**src/rtl/mousetrap_sync_source.sv**
```systemverilog
// -----------------------------------------------------------------------------
// mousetrap_sync_source
//
// Clocked producer that feeds the head of a mousetrap_Nbit asynchronous
// pipeline. Words arrive on a valid/ready port, are buffered in a small FIFO
// and are launched one at a time using 2-phase (transition) req/ack
// bundled-data signalling. The returning ack is brought into the clock domain
// through a two-flop synchroniser.
//
// Ports
//   clk       in   1           single clock
//   reset     in   1           synchronous, active-low reset
//   s_data    in   DATA_WIDTH  word from synchronous logic
//   s_valid   in   1           s_data valid
//   s_ready   out  1           FIFO not full (registered); accept = s_valid & s_ready
//   data_out  out  DATA_WIDTH  bundled data to the pipeline stage's data_in
//   req_out   out  1           2-phase request to the stage's req_in
//   ack_in    in   1           2-phase ack from the stage's ack_out (asynchronous)
//   busy      out  1           FIFO non-empty or a transfer outstanding
//   tx_count  out  16          completed transfers, saturating
//                              (present only when MT_SRC_STATS_EN is defined)
//
// Optional feature macro: MT_SRC_STATS_EN
// -----------------------------------------------------------------------------
module mousetrap_sync_source #(
    parameter int DATA_WIDTH   = 4,
    parameter int FIFO_DEPTH   = 4,
    parameter int SETUP_CYCLES = 1
) (
    input  logic                  clk,
    input  logic                  reset,
    input  logic [DATA_WIDTH-1:0] s_data,
    input  logic                  s_valid,
    output logic                  s_ready,
    output logic [DATA_WIDTH-1:0] data_out,
    output logic                  req_out,
    input  logic                  ack_in,
    output logic                  busy
`ifdef MT_SRC_STATS_EN
    ,
    output logic [15:0]           tx_count
`endif
);

    localparam int AW = $clog2(FIFO_DEPTH);
    localparam int CW = (SETUP_CYCLES > 1) ? $clog2(SETUP_CYCLES) : 1;

    typedef enum logic [1:0] {
        ST_IDLE  = 2'd0,
        ST_SETUP = 2'd1,
        ST_WAIT  = 2'd2
    } state_t;

    // ---------------------------------------------------------------- storage
    logic [DATA_WIDTH-1:0] mem [FIFO_DEPTH];
    logic [AW:0]           wptr_reg, wptr_next;
    logic [AW:0]           rptr_reg, rptr_next;
    logic                  s_ready_reg;
    logic                  empty;
    logic                  full_next;
    logic                  push;

    logic [DATA_WIDTH-1:0] data_out_reg;
    logic                  req_out_reg;
    state_t                state_reg, state_next;
    logic [CW-1:0]         cnt_reg, cnt_next;
    logic                  pop;
    logic                  load;
    logic                  req_toggle;
    logic                  xfer_done;

    // ------------------------------------------------------- ack synchroniser
    logic [1:0] ack_sync_reg;
    logic       ack_s;

    genvar gi;
    generate
        for (gi = 0; gi < 2; gi++) begin : g_ack_sync
            logic stage_d;
            if (gi == 0) begin : g_first
                assign stage_d = ack_in;
            end else begin : g_rest
                assign stage_d = ack_sync_reg[gi-1];
            end
            always_ff @(posedge clk) begin
                if (!reset) ack_sync_reg[gi] <= 1'b0;
                else        ack_sync_reg[gi] <= stage_d;
            end
        end
    endgenerate

    assign ack_s = ack_sync_reg[1];

    // ------------------------------------------------------------------- FIFO
    // s_ready_reg always equals !full of the current pointers, so push can
    // never overflow even though it is not recomputed from s_valid.
    assign push      = s_valid & s_ready_reg;
    assign empty     = (wptr_reg == rptr_reg);
    assign wptr_next = wptr_reg + (AW+1)'(push);
    assign rptr_next = rptr_reg + (AW+1)'(pop);
    assign full_next = (wptr_next[AW] != rptr_next[AW]) &&
                       (wptr_next[AW-1:0] == rptr_next[AW-1:0]);

    always_ff @(posedge clk) begin
        if (push) mem[wptr_reg[AW-1:0]] <= s_data;
    end

    // -------------------------------------------------------- FSM next-state
    always_comb begin
        state_next = state_reg;
        cnt_next   = cnt_reg;
        pop        = 1'b0;
        load       = 1'b0;
        req_toggle = 1'b0;
        xfer_done  = 1'b0;
        case (state_reg)
            ST_IDLE: begin
                if (!empty && (ack_s == req_out_reg)) begin
                    load       = 1'b1;
                    pop        = 1'b1;
                    cnt_next   = CW'(SETUP_CYCLES - 1);
                    state_next = ST_SETUP;
                end
            end
            ST_SETUP: begin
                if (cnt_reg == '0) begin
                    req_toggle = 1'b1;
                    state_next = ST_WAIT;
                end else begin
                    cnt_next = cnt_reg - CW'(1);
                end
            end
            ST_WAIT: begin
                if (ack_s == req_out_reg) begin
                    xfer_done  = 1'b1;
                    state_next = ST_IDLE;
                end
            end
            default: state_next = ST_IDLE;
        endcase
    end

    // ---------------------------------------------------------- state update
    always_ff @(posedge clk) begin
        if (!reset) begin
            wptr_reg     <= '0;
            rptr_reg     <= '0;
            s_ready_reg  <= 1'b0;
            data_out_reg <= '0;
            req_out_reg  <= 1'b0;
            state_reg    <= ST_IDLE;
            cnt_reg      <= '0;
        end else begin
            wptr_reg    <= wptr_next;
            rptr_reg    <= rptr_next;
            s_ready_reg <= !full_next;
            state_reg   <= state_next;
            cnt_reg     <= cnt_next;
            // The FIFO head is read only here, so data_out moves only on the
            // IDLE->SETUP transition and is frozen for the whole handshake.
            if (load)       data_out_reg <= mem[rptr_reg[AW-1:0]];
            if (req_toggle) req_out_reg  <= ~req_out_reg;
        end
    end

`ifdef MT_SRC_STATS_EN
    logic [15:0] tx_count_reg;
    always_ff @(posedge clk) begin
        if (!reset)                                  tx_count_reg <= '0;
        else if (xfer_done && tx_count_reg != 16'hFFFF) tx_count_reg <= tx_count_reg + 16'd1;
    end
    assign tx_count = tx_count_reg;
`endif

    assign s_ready  = s_ready_reg;
    assign data_out = data_out_reg;
    assign req_out  = req_out_reg;
    assign busy     = !empty || (state_reg != ST_IDLE) || (ack_s != req_out_reg);

    // An ack transition arriving while no request is outstanding is a
    // protocol violation; completion logic ignores it, this flags it.
    a_no_spurious_ack: assert property (@(posedge clk) disable iff (!reset)
        !((ack_sync_reg[0] != ack_sync_reg[1]) && (ack_sync_reg[1] == req_out_reg)));

endmodule

```
**config.mk**
```make
export PLATFORM = sky130hd
export DESIGN_NAME = mousetrap_sync_source
export DESIGN_NICKNAME = d
export VERILOG_FILES = /design/src/rtl/mousetrap_sync_source.sv
export SDC_FILE = /design/constraint.sdc
export NUM_CORES = 1
export LEC_CHECK = 0
export CAP_MARGIN = 10
export CORE_MARGIN = 5
export CORE_UTILIZATION = 41
export DETAILED_ROUTE_END_ITERATION = 16
export PLACE_DENSITY = 0.66
export SLEW_MARGIN = 30
export SYNTH_ARGS = -nofsm -noshare
export SYNTH_HDL_FRONTEND = slang
export SYNTH_SLANG_ARGS = --single-unit
```
**constraint.sdc**
```tcl
create_clock -name clk -period 2.42 [get_ports clk]
set_input_delay 0.726 -clock clk [delete_from_list [all_inputs] [get_ports clk]]
set_output_delay 0.726 -clock clk [all_outputs]
set_load 0.05 [all_outputs]
```
; Yosys cells after proc, flatten, opt, wreduce, memory -nomap -nowiden
; Memories as Yosys holds them, arrays and structs flattened. A register that Yosys moved wholly into a read port is not among the register bits.
; Cells that the tools add are included.
[totals]
regBits = 13
ramBits = 16
inputBits = 8
out_inout_bits = 7
word_cells = 49
n_memories = 1
[mem_list]
columns = memory, depth, width, rd, rd_clocked_by_memory_dff, write_ports, line_no
row1 = mem, 4, 4, 1, 1, 1, 55  ; logic [DATA_WIDTH-1:0] mem [FIFO_DEPTH];
[classes]
n_addsub = 3
eq_ne = 10
n_mux = 13
n_bitwise = 2
reduce_logical = 12
[ops]
columns = cell, count
row1 = 1-bit 2-to-1 mux, 8
row2 = 3-bit by 1-bit adder with 3-bit output, 2
row3 = 2-bit 2-to-1 mux, 3
row4 = 2-bit != test (second input constant), 3
row5 = 2-bit case mux with 3 select lines, 1
row6 = 2-bit nonzero test, 2
row7 = 3-bit equality test, 1
row8 = 1-bit zero test, 3
row9 = 3-bit AND reduction, 1
row10 = 2-bit by 1-bit equality test with 1-bit output (second input constant), 1
row11 = 2-bit equality test, 1
row12 = 2-bit equality test (second input constant), 1
row13 = 1-bit logical AND, 2
row14 = 2-bit zero test, 1
row15 = 1-bit logical OR, 2
row16 = 1-bit != test, 2
row17 = 1-bit case mux with 2 select lines, 1
row18 = 2-bit AND reduction, 1
row19 = 1-bit bitwise AND, 1
row20 = 1-bit equality test, 1
row21 = 1-bit NOT, 1
row22 = 1-bit subtractor (second input constant), 1

; Depth between registers and ports, before layout
; Gate-level depths: netlist of run 1.
[depth]
ltp_word = 9
mapped_depth = 9
ltp_nobuf = 8

; Worst setup path after synthesis of run 1
; Ideal clock, no wire load.
[synth_path]
path_type = register -> output
from = register req_out_reg (netlist: req_out)
to = output port busy
t_arrival_ns = 1.383
t_required_ns = 1.694
setup_slack_ns = 0.311
stages_incl_launch_ff = 3
n_path_buf = 0
path_cell_list = dfxtp_1 xnor2_1 nand3_1
[synth_via]
elab_chain_len = 2
[synth_rtl]
columns = item, line_no
row1 = start: declaration, 64  ; logic req_out_reg;
row2 = start signal: assignment, 162  ; if (req_toggle) req_out_reg <= ~req_out_reg;
row3 = 1-bit != test, 178  ; assign busy = !empty || (state_reg != ST_IDLE) || (ack_s != req_out_reg);
row4 = 1-bit logical OR, 178
row5 = end: declaration, 38  ; output logic busy
; No other way between the ends.

; Worst setup path in the final report of run 1
[layout_path]
from = register rptr_reg[0]
to = output port busy
[layout_via]
elab_chain_len = 4
[layout_rtl]
columns = item, line_no
row1 = start: declaration, 57  ; logic [AW:0] rptr_reg, rptr_next;
row2 = start signal: assignment, 155  ; rptr_reg <= rptr_next;
row3 = 3-bit equality test, 98  ; assign empty = (wptr_reg == rptr_reg);
row4 = 1-bit zero test, 178
row5 = 1-bit logical OR (2 in series), 178
; No other way between the ends.

==> results.md, run 1 <==
- The core outline area is between 3000 and 4000 µm².
- The post-synthesis instance total is 90.
- The worst path in the final design needs a cycle of between 2 and 2.5 ns, including I/O delays and setup.
- The library cell used as clock root buffer is sky130_fd_sc_hd__clkbuf_4.
- The total of max-cap violations is 0.
- The leakage power of the design is 0.656 nW.
- The number of antenna violations at the first check in global routing was 0.
- The clock skew after layout is 0.00891 ns.
- Summed over all layers, the global routing overflow is 0.
- Setup violations remaining at the end of the flow were counted as 0.
- The count of pins over their slew limit is 0.
- The placer's final routability congestion estimate is 0.662.
- The length of the first detailed-routing pass in iterations is 4.
- After clock tree synthesis, the repair step resized 0 gates.
- The flip-flop count of the largest register, all copies and words added is 16.
- STA classifies the critical path endpoint as an output port.
- For the pin with the worst max-slew slack, the measured transition is roughly 0.50 ns.
- The final hold violation count is 0.
- VDD sags by at most 0.509 mV.
- The half-perimeter wire length of the detailed placement result is between 1000 and 1500 µm.
- The number of synthesized register bits is 32.
- The arrival time at the worst endpoint is ~1.5 ns.
- The cell area after synthesis is 1290 µm².
- The worst path uses 93.7% of the clock period.
- The number of DRC markers after the initial detailed-route iteration is 15.
- Data on the critical path is required at its endpoint by 1.69 ns.
- The clock latency at the later pin of the worst-skew pair is 0.32 ns.
- The horizontal die dimension is 66.2 µm.
- The pre-CTS worst setup slack is around 0.17 ns.
- Measured against its own limit, the worst slew margin works out to 66.6%.
- The initial cell density of the core is between 40% and 50%.
- Row generation in the floorplan step produced 20 rows.
- The number of buffers on the longest clock path is 2.
- The routed design has roughly 2000 µm of wire.
- For this design the top-level I/O count stands at 15.
- The startpoint kind of the worst setup timing path is a register.
- The count of distinct cell types in the synthesized netlist is 22.
- Summed over all failing endpoints, the final setup total negative slack is 0 ns.
- The part of the Yosys area used for sequential elements is 61.8%.
- Setup repair after global routing left no endpoint under its margin.
- The fraction of layout instances using a drive strength above 1 is 13.2%.
- After clock tree synthesis, the clock-pin slew on the worst setup and hold paths is roughly 0.10 ns.
- The cell total after placement is 150.
- The setup slack after layout is 0.151 ns.
- The highest attainable clock frequency is 441 MHz.
- The first global-routing pass estimated 3360 µm of wire.
- The net total in the final layout is 125.
- During placement, the flow inserted port buffers numbering 14.
- The number of global-route vias before repair is between 700 and 800.
- The CTS tree is done.
- The total number of yosys warnings is 0.
- Along the worst path, the maximum fanout reaches 6.
- Buffers inserted during clock tree synthesis total 5.
- The count of hold buffers inserted by post-cts repair is 0.
- Entering global routing, the biggest net connects 18 pins.
- The area of the die is 4380 µm².
- The tightest min-delay check is of the reg -> reg type.
- Dividing the synthesized area by the synthesized cell count gives 14.4 µm².
- For this design the ratio of total power to cell area is between 1000 and 1500 nW/µm².
- In the global route stage, overall resource usage came out at 10.7%.
- The layout-stage area growth over the synthesis result is 23.1%.
- In the final routed layout, each cell accounts on average for ~12 µm.
- The H-tree depth is 2.
- The critical path class is reg -> out.
- The number of antenna repair diodes is 0.
- The number of remaining DRC errors is 0.
- The number of setup buffers added after CTS is 0.
- The count of nets left with antenna violations once routing finished came out at 0.
- For this design, the sink count on the clock tree is 32.
- The finished layout holds around 160 standard cells, fillers aside.
- The vias per cell is 4.58.
- The number of nets produced by synthesis is 102.
- The die height is roughly 66 µm.
- Detailed routing inserted a total of just over 700 vias.
- The flow ran to the end, and the final reports show no timing, DRC or antenna violations.
==> synthesized netlist by cell type, drive strengths merged <==
cell / instances / share of area [%]
mux2i: 4 / 3.1
ha: 4 / 3.9
or3b: 1 / 0.68
a31oi: 1 / 0.48
o311ai: 1 / 2.0
clkbuf: 1 / 0.39
xnor2: 3 / 2.0
and3: 1 / 0.48
buf: 1 / 0.87
nand2: 9 / 2.6
dfxtp: 16 / 25
inv: 3 / 0.87
edfxtp: 16 / 37
nand3: 1 / 0.39
xor2: 7 / 4.7
nor2: 3 / 0.87
mux4: 4 / 8.1
and2: 8 / 3.9
nand2b: 1 / 0.48
nor3b: 2 / 1.2
nor3: 2 / 0.77
a21oi: 1 / 0.39
==> worst paths after layout <==
path	start	end	slack [ns]	cells past startpoint
worst max-delay path	rptr_reg[0]	busy	0.15	4
worst min-delay path	g_ack_sync[1].stage_d	ack_s	0.44	1
worst max register to register	rptr_reg[0]	s_ready	0.48	8
worst min register to register	g_ack_sync[1].stage_d	ack_s	0.44	1
==> area by class of cell <==
class | count | area (µm²)
Fill cell | 275 | 1460
Sequential cell | 32 | 801
Multi-Input combinational cell | 53 | 467
Timing Repair Buffer | 18 | 180
Tap cell | 44 | 55.1
Clock inverter | 3 | 42.5
Clock buffer | 5 | 37.5
Inverter | 3 | 11.3
==> critical path, cell delays in order, from the launching register on <==
cell	delay (ns)
sky130_fd_sc_hd__dfxtp_1	0.52
sky130_fd_sc_hd__xor2_1	0.33
sky130_fd_sc_hd__nor3_1	0.09
sky130_fd_sc_hd__nand3_1	0.13
sky130_fd_sc_hd__buf_12	0.15
==> layout by cell type, fill, tap and decap left out <==
cell type | synthesis | routed
sky130_fd_sc_hd__clkbuf_4 | 0 | 5
sky130_fd_sc_hd__nor2_1 | 3 | 3
sky130_fd_sc_hd__o311ai_4 | 1 | 1
sky130_fd_sc_hd__nand2b_1 | 1 | 1
sky130_fd_sc_hd__mux2i_1 | 4 | 4
sky130_fd_sc_hd__bufinv_16 | 0 | 1
sky130_fd_sc_hd__mux4_1 | 4 | 4
sky130_fd_sc_hd__ha_1 | 4 | 4
sky130_fd_sc_hd__xnor2_1 | 3 | 3
sky130_fd_sc_hd__edfxtp_1 | 16 | 16
sky130_fd_sc_hd__nor3b_1 | 2 | 2
sky130_fd_sc_hd__nand3_1 | 1 | 1
sky130_fd_sc_hd__clkinvlp_4 | 0 | 1
sky130_fd_sc_hd__a31oi_1 | 1 | 1
sky130_fd_sc_hd__nand2_1 | 9 | 9
sky130_fd_sc_hd__buf_12 | 0 | 1
sky130_fd_sc_hd__clkdlybuf4s50_1 | 0 | 13
sky130_fd_sc_hd__inv_1 | 3 | 3
sky130_fd_sc_hd__and3_1 | 1 | 1
sky130_fd_sc_hd__buf_4 | 0 | 4
sky130_fd_sc_hd__or3b_2 | 1 | 1
sky130_fd_sc_hd__a21oi_1 | 1 | 1
sky130_fd_sc_hd__clkinv_2 | 0 | 1
sky130_fd_sc_hd__nor3_1 | 2 | 2
sky130_fd_sc_hd__xor2_1 | 7 | 7
sky130_fd_sc_hd__and2_1 | 8 | 8
sky130_fd_sc_hd__dfxtp_1 | 16 | 16
==> routing by layer <==
metal  vias to the layer above  part of all wire, %  GRT usage [%]
li1                        369                    -              -
met1                       336                   44           12.1
met2                        14                   49           17.2
met3                         5                  5.1           5.44
met4                         0                  1.9           3.81
met5                         -                    0              0
==> where the power goes <==
group          leakage [nW]  switching [W]  internal (W)
logic                 0.339       0.000325      0.000279
registers             0.276      0.0000543      0.000628
clock network        0.0412       0.000180      0.000215
==> cells by family after synthesis <==
group,share of synthesized area (%)
DFF,61.8
and+or+nand+nor,11.3
xor gates and xnor gates,6.76
muxes,11.2
buffers and inverters,2.13
adders and majority gates,3.86
AOI/OAI and AO/OA,2.90
==> through the flow <==
stage          hold WS [ns]  util, %  cell area, µm²  power [W]
5_1_grt               0.454     52.2            1590    0.00178
4_1_cts               0.449     52.2            1590    0.00171
6_report              0.442     52.2            1590    0.00168
3_3_place_gp          0.425     49.6            1510    0.00130
2_1_floorplan         0.412        -            1290    0.00111
3_5_place_dp          0.423     49.6            1510    0.00131
(Power assumes the default switching activity.)
==> run 2, diff against run 1 <==
Settings changed: GPL_TIMING_DRIVEN set to 0, HOLD_SLACK_MARGIN set to 0.12.
==> run 2 against run 1 <==
Compared with the run above:
- count of clock-buffer cells in the layout did not move
- critical path depth fell by 3
- hold slack better by 0.0082 ns
- die area did not move
- flip-flop and latch count unchanged
- combinational power is 6.6% lower
- non-clock buffer count is 2 lower
- sequential power down 2%
- sequential share of layout area up 0.72 points
- clock skew increased by 0.0043 ns
- worst setup slack better by 0.0083 ns
- core utilization is 0.66 points lower
==> results.md, run 2 (synthesis gave the netlist of run 1 again) <==
- The run finished with clean final reports.
- The leakage power of the design was 0.641 nW (-2.3%).
- The leftover overflow at the end of global routing is 0 (unchanged).
- The fraction of power consumed by sequential logic was 41.1% (+0.5 points).
- The shortest period the worst path allows is 2.26 ns (-0.00833 ns).
- The horizontal die dimension was 66.2 µm (unchanged).
- The TritonCTS sink count was 32 (unchanged).
- The total wire length is 2070 µm (+4.7%).
- The clock group share of total power was 24.3% (+0.8 points).
- The hold path endpoint is ack_s.
- The count of pins over their slew limit was 0 (unchanged).
- The length in cells of the worst reg-to-reg path is 9 (+1).
- STA classifies the critical path endpoint as an output port.
- The routed length on met2 is 985 µm (+1.3%).
- The area of the die was 4380 µm² (unchanged).
- The maximum single-stage delay on the critical path came to 0.82 ns (+0.30 ns).
- The number of global-route vias before repair is 786 (+8.1%).
- The maximum vdd drop is 0.340 mV (-33%).
- The switching share of total power was 33.8% (+0.54 points).
- The number of setup violations in the final report was 0 (unchanged).
- The final hold violation count is 0 (unchanged).
- The total of max-cap violations is 0 (unchanged).
- The critical path data required time was 1.69 ns (about the same).
- The clock latency at the later pin of the worst-skew pair was 0.34 ns (+0.02 ns).
- The startpoint kind of the worst setup timing path is a register.
- The net total in the final layout came to 123 (-1.6%).
- The half-perimeter wire length of the detailed placement result is 1490 µm (+1.4%).
- The hold-critical path depth came to 1 (unchanged).
- The vias per cell is 4.68 (+2.1%).
- The number of antenna violations at the first check in global routing came to 0 (unchanged).
- The CTS buffer count was 5 (unchanged).
- In this run the clock root is driven by a sky130_fd_sc_hd__clkbuf_4.
- The register cell area after layout is 802 µm² (+0.16%).
- The register-to-register setup slack is 0.26 ns (-0.22 ns).
- The detailed-routing wirelength on met1 is 912 µm (+5.7%).
- In the layout the commonest cells are sky130_fd_sc_hd__edfxtp_1, sky130_fd_sc_hd__dfxtp_1, sky130_fd_sc_hd__clkdlybuf4s50_1, sky130_fd_sc_hd__nand2_1, sky130_fd_sc_hd__and2_1.
- The worst hold path begins at g_ack_sync[1].stage_d.
- The kind of cell with the highest combined delay along the critical path is buffers and inverters.
- The sum of buffers and inverters on the critical path is 1 (unchanged).
- The total negative setup slack is 0 ns (unchanged).
- The average detailed-routed wire length per instance is 13.2 µm (+6.0%).
- The boundary pin count was 15 (unchanged).
- The initial cell density of the core was 42.4% (unchanged).
- The flip-flop count of the largest register, all copies and words added is 16 (unchanged).
- The met3 layer wire length in the routed design is 122 µm (+22%).
- The highest attainable clock frequency is 442 MHz (+0.37%).
- The portion of total power attributed to combinational logic is 34.6% (-1.3 points).
- The library cell used most frequently in the layout, excluding fill and tap cells, is sky130_fd_sc_hd__edfxtp_1.
- The post-route total power is 0.00163 W (-3.0%).
- The first-pass GRT wire length was 3630 µm (+8.0%).
- The number of buffers on the longest clock path came to 2 (unchanged).
- The maximum fanout count along the critical path is 3 (-3).
- The fraction of layout instances using a drive strength above 1 was 13.4% (+0.23 points).
- The cell total after placement is 148 (-1.3%).
- The placer's final routability congestion estimate came to 0.712 (+7.5%).
- The layout-stage area growth over the synthesis result is 21.5%.
- The clock-pin transition on the worst setup and hold timing paths was 0.10 ns (about the same).
- The number of remaining DRC errors is 0 (unchanged).
- The slowest stage of the critical path belongs to the cell sky130_fd_sc_hd__clkdlybuf4s50_1.
- The number of DRC markers after the initial detailed-route iteration is 15 (unchanged).
- The detailed-route via count was 730 (+0.83%).
- The clock skew after layout is 0.0132 ns (+0.00432 ns).
- The worst relative slew slack is 51.9% (-15 points).
- The switching power summed over all nets came to 0.000552 W (-1.4%).
- The count of filler cells inserted in the layout was 281 (+2.2%).
- The fraction of the cycle the final worst path needs is 93.4% (-0.34 points).
- The critical path goes through clkdlybuf4s50_1.
- The H-tree depth is 2 (unchanged).
- The pin count of the biggest net entering global routing is 12 (-6).
- The length of the first detailed-routing pass in iterations came to 3 (-1).
- The number of antenna repair diodes came to 0 (unchanged).
- The reg-to-reg startpoint is rptr_reg[0].
- The number of non-filler instances in the completed layout came to 156 (-1.3%).
- Signal routing reaches up to met4.
- The number of setup buffers added after CTS is 0 (unchanged).
- The global routing usage summed across all routing layers was 11.8% (+1.1 points).
- Setup repair after global routing left no endpoint under its margin.
- The transition time at the pin with the least slew margin came to 0.715 ns (+0.215 ns).
- The die height was 66.2 µm (unchanged).
- The number of nets with antenna violations after routing is 0 (unchanged).
- The arrival time at the worst endpoint came to 1.53 ns (about the same).
- The worst setup path is of the reg -> out kind.
- The worst reg2reg path endpoint is s_ready.
- The core outline area is 3050 µm² (unchanged).
- The multi-input combinational cell area came to 474 µm² (+1.6%).
- The number of buffers inserted by port buffering came to 14 (unchanged).
- The power per cell area is 1040 nW/µm² (-1.8%).
- The classification of the worst-slack hold path is reg -> reg.
- The internal power is 0.00108 W (-3.8%).
- The number of rows in the core area is 20 (unchanged).
- TritonCTS built the clock tree.
[run 2: worst max path at each step]
stage	start	end	slack (ns)	cells past startpoint
2_1_floorplan	req_out	busy	0.31	2
3_3_place_gp	rptr_reg[1]	busy	-0.05	4
3_5_place_dp	rptr_reg[1]	busy	-0.04	4
4_1_cts	rptr_reg[1]	busy	0.004	4
5_1_grt	wptr_reg[1]	busy	0.07	4
6_report	req_out	req_out	0.16	1
[run 2: what timing repair did]
action,in CTS,in global routing
endpoints found under the setup margin,1,1
gates resized for setup,4,3
hold buffers,0,0
[run 2: area by class of cell]
| type | count | area share, % |
|---|---|---|
| Multi-Input combinational cell | 53 | 30.1 |
| Buffer | 2 | 1.03 |
| Sequential cell | 32 | 51.0 |
| Inverter | 3 | 0.715 |
| Tap cell | 44 | 3.50 |
| Clock inverter | 3 | 2.70 |
| Timing Repair Buffer | 14 | 8.59 |
| Clock buffer | 5 | 2.38 |
[run 2: power groups by stage]
stage          sequential [W]  combinational, W  clock (W)
4_1_cts              0.000670          0.000581   0.000412
3_5_place_dp         0.000682          0.000578          0
5_1_grt              0.000681          0.000609   0.000441
3_3_place_gp         0.000678          0.000576          0
2_1_floorplan        0.000777          0.000328          0
6_report             0.000670          0.000565   0.000397
[run 2: per-layer routing]
layer,vias up,track usage (%)
li1,364,-
met1,344,13.3
met2,16,18.6
met3,6,5.78
met4,0,5.33
met5,-,0
[run 2: metrics by stage]
| step | setup slack (ns) | cell area [µm²] | utilization [%] | hold slack [ns] |
|---|---|---|---|---|
| global route | 0.0651 | 1570 | 51.6 | 0.476 |
| global placement | -0.0484 | 1490 | 48.8 | 0.422 |
| finish | 0.160 | 1570 | 51.6 | 0.450 |
| floorplan | 0.311 | 1290 | - | 0.412 |
| CTS | 0.00438 | 1580 | 51.7 | 0.456 |
| detailed placement | -0.0424 | 1490 | 48.8 | 0.433 |
==> run 3, diff against run 2 <==
Settings changed: CORE_MARGIN 5 to not set, CTS_BUF_LIST set to sky130_fd_sc_hd__clkbuf_4, SKIP_LAST_GASP set to 1.
==> run 3 against run 2 <==
Compared with the run above:
- combinational power grew 0.7%
- hold slack lost 0.0032 ns
- clock skew shrank 0.0063 ns
- largest power group unchanged
- non-clock buffer count is the same
- highest routed layer unchanged
- via count grew 0.96%
==> results.md, run 3 (synthesis gave the netlist of run 1 again) <==
- The net total in the final layout is 123 (unchanged).
- The first-pass GRT wire length is 3440 µm (-5.3%).
- The worst reg2reg path endpoint is s_ready.
- The number of rows in the core area came to 20 (unchanged).
- Setup repair after global routing left no endpoint under its margin.
- The layout-stage area growth over the synthesis result is 22.2%.
- The CTS buffer count is 5 (unchanged).
- The shortest period the worst path allows is 2.25 ns (-0.00901 ns).
- The number of global-route vias before repair is 758 (-3.6%).
- The switching share of total power is 33.2% (-0.56 points).
- The count of pins over their slew limit was 0 (unchanged).
- The final hold violation count is 0 (unchanged).
- The kind of capture point of the worst setup path is an output port.
- The library cell used most frequently in the layout, excluding fill and tap cells, is sky130_fd_sc_hd__edfxtp_1.
- The worst setup path is launched from a register.
- The internal power came to 0.00109 W (+1.3%).
- The worst relative slew slack came to 51.9% (-0.086 points).
- The number of buffers on the longest clock path is 2 (unchanged).
- The leftover overflow at the end of global routing came to 0 (unchanged).
- The fraction of layout instances using a drive strength above 1 was 15.2% (+1.8 points).
- The detailed-route via count came to 737 (+0.96%).
- The end of the critical path is req_out.
- The tightest min-delay check is of the reg -> reg type.
- The cell total after placement was 148 (unchanged).
- The leakage power of the design came to 0.645 nW (+0.71%).
- The half-perimeter wire length of the detailed placement result is 1470 µm (-0.83%).
- The number of nets with antenna violations after routing is 0 (unchanged).
- The average detailed-routed wire length per instance came to 13.3 µm (about the same).
- Traced cell by cell, the critical path runs through clkdlybuf4s50_1.
- The number of antenna repair diodes is 0 (unchanged).
- The switching power summed over all nets is 0.000545 W (-1.2%).
- The cell at the slowest stage of the critical path is sky130_fd_sc_hd__clkdlybuf4s50_1.
- The fraction of the cycle the final worst path needs is 93.0% (-0.37 points).
- The tree is rooted in a sky130_fd_sc_hd__clkbuf_4.
- The total wire length is 2070 µm (about the same).
- The CTS tree is done.
- The horizontal die dimension is 58.2 µm (-12%).
- The length of the first detailed-routing pass in iterations is 3 (unchanged).
- The global routing usage summed across all routing layers is 15.0% (+3.2 points).
- The clock-pin transition on the worst setup and hold timing paths is 0.09 ns (about the same).
- The TritonCTS sink count is 32 (unchanged).
- The most critical setup path has its startpoint at req_out.
- The die height is 58.2 µm (-12%).
- The sum of buffers and inverters on the critical path is 1 (unchanged).
- The vias per cell is 4.72 (+0.96%).
- The number of buffers inserted by port buffering came to 14 (unchanged).
- The length in cells of the worst reg-to-reg path is 9 (unchanged).
- The register cell area after layout is 803 µm² (+0.16%).
- The fraction of power consumed by sequential logic was 40.8% (-0.3 points).
- The number of non-filler instances in the completed layout was 156 (unchanged).
- The final core area utilization is 52.3% (+0.72 points).
- The power per cell area is 1040 nW/µm² (-0.13%).
- The total negative setup slack is 0 ns (unchanged).
- The flip-flop count of the largest register, all copies and words added is 16 (unchanged).
- The pin count of the biggest net entering global routing was 11 (-1).
- The number of logic stages on the critical path including buffering is 1 (unchanged).
- The count of hold buffers inserted by post-cts repair came to 0 (unchanged).
- The core outline area is 3030 µm² (-0.82%).
- The placer's final routability congestion estimate was 0.745 (+4.5%).
- The number of setup violations in the final report is 0 (unchanged).
- The critical path class is reg -> out.
- The run finished with clean final reports.
- The clock latency at the later pin of the worst-skew pair is 0.32 ns (-0.02 ns).
- The critical path data required time is 1.69 ns (about the same).
- The post-route total power is 0.00164 W (+0.43%).
- The maximum vdd drop is 0.504 mV (+48%).
- The multi-input combinational cell area is 482 µm² (+1.6%).
- The clock group share of total power is 24.4% (about the same).
- The count of filler cells inserted in the layout is 277 (-1.4%).
- The portion of total power attributed to combinational logic is 34.7% (about the same).
- The H-tree depth is 2 (unchanged).
- The clock skew after layout is 0.00692 ns (-0.00632 ns).
- The boundary pin count is 15 (unchanged).
- The number of antenna violations at the first check in global routing came to 0 (unchanged).
- Among cell families on the critical path, the largest total delay comes from buffers and inverters.
- The number of DRC markers after the initial detailed-route iteration was 17 (+2).
- The highest attainable clock frequency came to 444 MHz (+0.40%).
- The area of the die is 3390 µm² (-23%).
- The initial cell density of the core is 42.8% (+0.35 points).
- The reg-to-reg startpoint is rptr_reg[0].
- The transition time at the pin with the least slew margin is 0.721 ns (+0.00524 ns).
- The number of remaining DRC errors is 0 (unchanged).
- The maximum single-stage delay on the critical path was 0.82 ns (about the same).
- The total of max-cap violations is 0 (unchanged).
- The register-to-register setup slack is 0.29 ns (+0.03 ns).
- The top cell types in the final layout, fill and taps aside, are sky130_fd_sc_hd__edfxtp_1, sky130_fd_sc_hd__dfxtp_1, sky130_fd_sc_hd__clkdlybuf4s50_1, sky130_fd_sc_hd__nand2_1, sky130_fd_sc_hd__and2_1.
- The maximum fanout count along the critical path is 3 (unchanged).
- The arrival time at the worst endpoint was 1.53 ns (about the same).
## run 3: cell types whose count changed in the layout (fill, tap and decap cells not counted)
cell                         delta
sky130_fd_sc_hd__dfxtp_1        -1
sky130_fd_sc_hd__xor2_1         -1
sky130_fd_sc_hd__xor2_2         +1
sky130_fd_sc_hd__clkbuf_4       +1
sky130_fd_sc_hd__clkinvlp_4     -1
sky130_fd_sc_hd__dfxtp_2        +1
## run 3: worst min-delay path by stage
| stage | slack (ns) | startpoint | depth (start not counted) | endpoint |
|---|---|---|---|---|
| floorplan | 0.41 | g_ack_sync[1].stage_d | 1 | ack_s |
| global placement | 0.42 | g_ack_sync[1].stage_d | 1 | ack_s |
| detailed placement | 0.43 | g_ack_sync[1].stage_d | 1 | ack_s |
| CTS | 0.45 | g_ack_sync[1].stage_d | 1 | ack_s |
| global route | 0.49 | g_ack_sync[1].stage_d | 1 | ack_s |
| finish | 0.45 | g_ack_sync[1].stage_d | 1 | ack_s |
## run 3: power groups by stage
| stage | clock [W] | sequential, W | combinational (W) |
|---|---|---|---|
| after CTS | 0.000414 | 0.000671 | 0.000588 |
| after global placement | 0 | 0.000678 | 0.000573 |
| after global routing | 0.000439 | 0.000679 | 0.000606 |
| final | 0.000400 | 0.000669 | 0.000569 |
| after floorplan | 0 | 0.000777 | 0.000328 |
| after detailed placement | 0 | 0.000682 | 0.000583 |
## run 3: metal layers
layer | wire length, µm | track usage (%) | share of wire (%) | vias up
met1 | 859 | 16.4 | 42 | 352
met2 | 1060 | 24.3 | 51 | 18
li1 | - | - | - | 361
met5 | 0 | 0 | 0 | -
met3 | 101 | 7.37 | 4.9 | 6
met4 | 47 | 7.14 | 2.3 | 0
## run 3: layout make-up
| cell class | instances | area share (%) |
|---|---|---|
| clock inverters | 2 | 2.21 |
| repair buffers | 14 | 8.54 |
| flip-flops and latches | 32 | 50.8 |
| inverters | 3 | 0.711 |
| well taps | 44 | 3.48 |
| multi-input cells | 53 | 30.4 |
| plain buffers | 2 | 1.03 |
| clock buffers | 6 | 2.85 |
## run 3: through the flow
stage / hold slack (ns) / area, µm² / setup WS, ns
after floorplan: 0.412 / 1290 / 0.311
after global placement: 0.419 / 1490 / -0.0445
after detailed placement: 0.428 / 1490 / -0.0776
after CTS: 0.450 / 1590 / 0.0177
after global routing: 0.485 / 1580 / 0.0833
final: 0.447 / 1580 / 0.169
## run 3: repair_timing
action                                 4_1_cts  5_1_grt
gates resized for setup                      5        4
setup endpoints to repair                    1        1
endpoints found under the hold margin        0        0
gates cloned                                 0        0
pin swaps                                    0        0
setup buffers                                0        0
## run 3: worst reg2reg max path: cells and delay by family (launching register included)
kind,cells,cell delay [ns]
AO/OA/AOI/OAI,2,0.50
XOR/XNOR,3,0.57
adder cells (fa/ha/maj),2,0.38
buffers and inverters,2,0.23
flip-flops,1,0.34
